### src/rtl/unified_mem_arbiter.sv
// unified_mem_arbiter: shares one pipelined single-port memory between fetch and data ports, with return routing by tag
module unified_mem_arbiter #(
    parameter int AW = 12,
    parameter int DW = 32,
    parameter int LAT = 2,
    parameter int STARVE_MAX = 4
) (
    input  logic          CLK,
    input  logic          RST,
    input  logic          I_REQ,
    input  logic [AW-1:0] I_ADDR,
    output logic          I_GNT,
    output logic          I_VALID,
    output logic [DW-1:0] I_RDATA,
    input  logic          D_REQ,
    input  logic          D_WE,
    input  logic [3:0]    D_BE,
    input  logic [AW-1:0] D_ADDR,
    input  logic [DW-1:0] D_WDATA,
    output logic          D_GNT,
    output logic          D_VALID,
    output logic [DW-1:0] D_RDATA,
    input  logic          FLUSH,
    output logic          M_CSN,
    output logic          M_WEN,
    output logic [3:0]    M_BE,
    output logic [AW-1:0] M_ADDR,
    output logic [DW-1:0] M_DOUT,
    input  logic [DW-1:0] M_DIN
);
    localparam logic [3:0] SMAX = 4'(STARVE_MAX);
    logic [3:0] starve_q, starve_d;
    logic [LAT-1:0] vld_q, vld_d, own_q, own_d;
    logic i_win, st_gnt;
    always_comb begin
        i_win = I_REQ && (!D_REQ || starve_q == SMAX);
        I_GNT = !RST && !FLUSH && i_win;
        D_GNT = !RST && D_REQ && !I_GNT;
        st_gnt = D_GNT && D_WE;
        M_CSN = !(I_GNT || D_GNT);
        M_WEN = !st_gnt;
        M_BE = st_gnt ? D_BE : (M_CSN ? 4'h0 : 4'hf);
        M_ADDR = I_GNT ? I_ADDR : (D_GNT ? D_ADDR : '0);
        M_DOUT = st_gnt ? D_WDATA : '0;
        starve_d = (I_REQ && !I_GNT && !FLUSH) ? ((starve_q == SMAX) ? SMAX : starve_q + 4'd1) : 4'd0;
        vld_d = '0;
        own_d = '0;
        vld_d[0] = I_GNT || (D_GNT && !D_WE);
        own_d[0] = D_GNT;
        for (int k = 1; k < LAT; k++) begin
            vld_d[k] = vld_q[k-1] && !(FLUSH && !own_q[k-1]);
            own_d[k] = own_q[k-1];
        end
        I_VALID = !RST && !FLUSH && vld_q[LAT-1] && !own_q[LAT-1];
        D_VALID = !RST && vld_q[LAT-1] && own_q[LAT-1];
        I_RDATA = I_VALID ? M_DIN : '0;
        D_RDATA = D_VALID ? M_DIN : '0;
    end
    always_ff @(posedge CLK) begin
        if (RST) begin
            starve_q <= 4'd0;
            vld_q <= '0;
            own_q <= '0;
        end else begin
            starve_q <= starve_d;
            vld_q <= vld_d;
            own_q <= own_d;
        end
    end
endmodule

### config.mk
export PLATFORM = sky130hd
export DESIGN_NAME = unified_mem_arbiter
export DESIGN_NICKNAME = d
export VERILOG_FILES = /design/src/rtl/unified_mem_arbiter.sv
export SDC_FILE = /design/constraint.sdc
export NUM_CORES = 1
export LEC_CHECK = 0
export ABC_AREA = 1
export BUFFER_PORTS_ARGS = -buffer_cell sky130_fd_sc_hd__clkbuf_2
export CELL_PAD_IN_SITES_DETAIL_PLACEMENT = 0
export CELL_PAD_IN_SITES_GLOBAL_PLACEMENT = 1
export CORE_MARGIN = 1.5
export CORE_UTILIZATION = 13
export CTS_CLUSTER_SIZE = 16
export DETAILED_ROUTE_END_ITERATION = 7
export PLACE_DENSITY = 0.8
export SLEW_MARGIN = 20
export SYNTH_ARGS = -nofsm -noshare
export SYNTH_HDL_FRONTEND = slang
export SYNTH_SLANG_ARGS = --single-unit
export TNS_END_PERCENT = 100
### constraint.sdc
create_clock -name CLK -period 2 [get_ports CLK]
set_clock_uncertainty 0.2 [all_clocks]
set_input_delay 0.4 -clock CLK [delete_from_list [all_inputs] [get_ports CLK]]
set_output_delay 0.4 -clock CLK [all_outputs]
set_load 0.02 [all_outputs]
==> flow_metrics.py <==
metrics = {
    "status": {
        "status": "finished with violations",
        "violations": "setup timing",
    },
    "place": {
        "dpl-instance-area_um2": 2630,
        "port_buffers": 215,
        "dp_hpwl_mm": 4.51,
        "place_congestion": 0.716,
    },
    "clock_tree": {
        "insertion_delay_ns": 0.23,
        "htreeDepth": 1,
        "numClockSinks": 8,
        "cts-root-buf": "clkbuf_8",
        "postCtsHoldBufs": 0,
        "cts.clk_slew.worst_paths_ns": 0.04,
        "cts_tree": "built",
        "cts_buffer_depth": 2,
        "numCtsBuffers": 3,
    },
    "detailed_routing": {
        "drt_iter0_drc": 16,
        "drc": 0,
        "drt_wl_total_mm": 6.40,
        "vias": 2375,
        "antenna_left": 0,
        "wl_per_cell_um": 10.4,
        "first_pass_iters": 4,
        "vias_per_cell": 3.87,
    },
    "die": {
        "start_util": 0.133,
        "chipHeight_um": 99.8,
        "dieArea_um2": 9960,
        "ios": 216,
        "die-width_um": 99.8,
        "fp-row-count": 35,
        "core_um2": 9150,
    },
    "min_path": {
        "min-delay-path-class": "reg -> reg",
    },
    "layout": {
        "final_nets": 605,
        "design_area_um2": 3590,
        "area_growth_pct": 194,
        "num_antenna_cells": 0,
        "drive_gt1_frac": 0.620,
    },
    "yosys": {
        "synth_seq_cells": 8,
        "syn-instance-count": 265,
        "async_flop_share": 0,
        "synth_fp_nets": 365,
        "yosysWarnings": 0,
        "ys.flop_type": "dfxtp_1",
        "synth.top_cells.by_count": "106 x nor2_1, 77 x inv_1, 32 x nand2_1",
        "synth_top_area_frac": 0.326,
        "synth_edf_count": 0,
        "syn-cell-area_um2": 1220,
        "synth.avg_cell_area_um2": 4.60,
        "synth_area_leaders": "nor2_1 33%, inv_1 24%, dfxtp_1 13%, nand2_1 9.9%, nand3_1 6.6%",
        "yosys.cell_count.top_type": "nor2_1",
        "ys_seq_area_frac": 0.131,
        "synth_top_cell_by_area": "nor2_1",
        "synth.distinct_cells": 18,
    },
    "grt": {
        "grt_pass1_vias": 2184,
        "overflow": 0,
        "antenna_found_initial": 0,
        "grt_usage": 0.110,
        "grt_max_degree": 34,
        "grt_pass1_wl_mm": 9.05,
    },
    "pwr": {
        "finalPower_w": 0.000834,
        "leakagePower_nw": 2.18,
        "vdd_ir_drop_max_uv": 174,
        "power_density_nw_per_um2": 233,
    },
    "timing": {
        "hold_viol": 0,
        "rsz0062_at_grt": "true",
        "setup_viol": 51,
        "fin_crit_ns": 2.25,
        "timing.slew.headroom": 0.811,
        "tightest_slew_ns": 0.283,
        "fin_ws_ns": -0.246,
        "min_period_over_period": 1.12,
        "maxSlewViolCount": 0,
        "fmax_mhz": 445,
        "fin_hold_ws_ns": 0.222,
    },
    "setup_path": {
        "arrival_ns": 1.65,
        "crit_type": "reg -> out",
        "path_max_fanout": 6,
        "r2r_slack_ns": 0.47,
        "critPathLaunchType": "flop",
        "cp-end-kind": "output port",
        "required_ns": 1.40,
    },
    "flow_run": {
        "drv_cap": 0,
    },
}
cell type report:
class | count | area [um2]
Inverter | 78 | 295
Clock buffer | 3 | 41.3
Sequential cell | 8 | 163
Tap cell | 111 | 139
Multi-Input combinational cell | 167 | 1040
Timing Repair Buffer | 247 | 1910
Fill cell | 917 | 5570
kinds of logic (layout without fill, tap and decap cells):
kind of cell             Yosys count  after routing  share of synthesized area
AND/OR/NAND/NOR                  162            162                      0.538
buffers and inverters             90            328                      0.288
flip-flops                         8              8                      0.131
adder cells (fa/ha/maj)            2              2                     0.0205
XOR/XNOR                           2              2                     0.0144
AO/OA/AOI/OAI                      1              1                    0.00719
through the flow:
| stage | util | std cells | setup WS [ns] | setup TNS (ns) |
|---|---|---|---|---|
| after CTS | 0.362 | 611 | -0.191 | -8.29 |
| after global placement | 0.288 | 599 | -0.134 | -4.40 |
| after global routing | 0.392 | 614 | -0.322 | -12.44 |
| final | 0.392 | 614 | -0.246 | -8.25 |
| after detailed placement | 0.288 | 599 | -0.140 | -5.34 |
| after floorplan | - | 265 | -0.0718 | -2.11 |
critical path, cell delays in order, from the launching register on:
cell and delay (ns):
dfxtp_2 0.32, inv_2 0.05, ha_4 0.16, nand3_4 0.06, nand2_2 0.06, nand2_4 0.09, nand3_4 0.18, clkbuf_16 0.24
nor2_2 0.10, buf_4 0.16
placed cells by master (no fill, tap or decap), drive strengths merged:
cell type,netlist,final
xor2,1,1
nand3,17,17
clkbuf,6,173
xnor2,1,1
nor3,1,1
ha,2,2
nand4,4,4
nand2,33,33
dfxtp,8,8
nor2,107,107
inv,78,78
o21ai,1,1
buf,6,77
where the power goes:
| part | leakage (nW) | internal [W] | switching (W) |
|---|---|---|---|
| clock | 0.0216 | 0.000130 | 0.0000617 |
| combinational | 2.09 | 0.000237 | 0.000239 |
| sequential | 0.0662 | 0.000165 | 0.00000148 |
timing repair:
item	CTS	global route
pin swaps	8	3
cloned	2	2
buffers inserted	7	1
gates resized for setup	138	93
setup endpoints to repair	54	83
flip-flops by register name, indices dropped and copies added (netlist names):
signal	count
starve_q	4
own_q	2
vld_q	2
worst paths after layout:
check,startpoint,endpoint,cells past startpoint
hold reg to reg,vld_q[0],vld_q[1],2
setup reg to reg,starve_q[1],vld_q[0],10
hold / removal,vld_q[0],vld_q[1],2
setup / recovery,starve_q[1],M_DOUT[30],9
routing by layer:
metal | vias to the layer above | track usage | wire (um)
met3 | 7 | 0.0181 | 575
met1 | 1001 | 0.109 | 2300
li1 | 1216 | - | -
met5 | - | 0 | 0
met2 | 151 | 0.227 | 3440
met4 | 0 | 0.0325 | 77
Note: power is estimated with default switching activity, not from simulation.
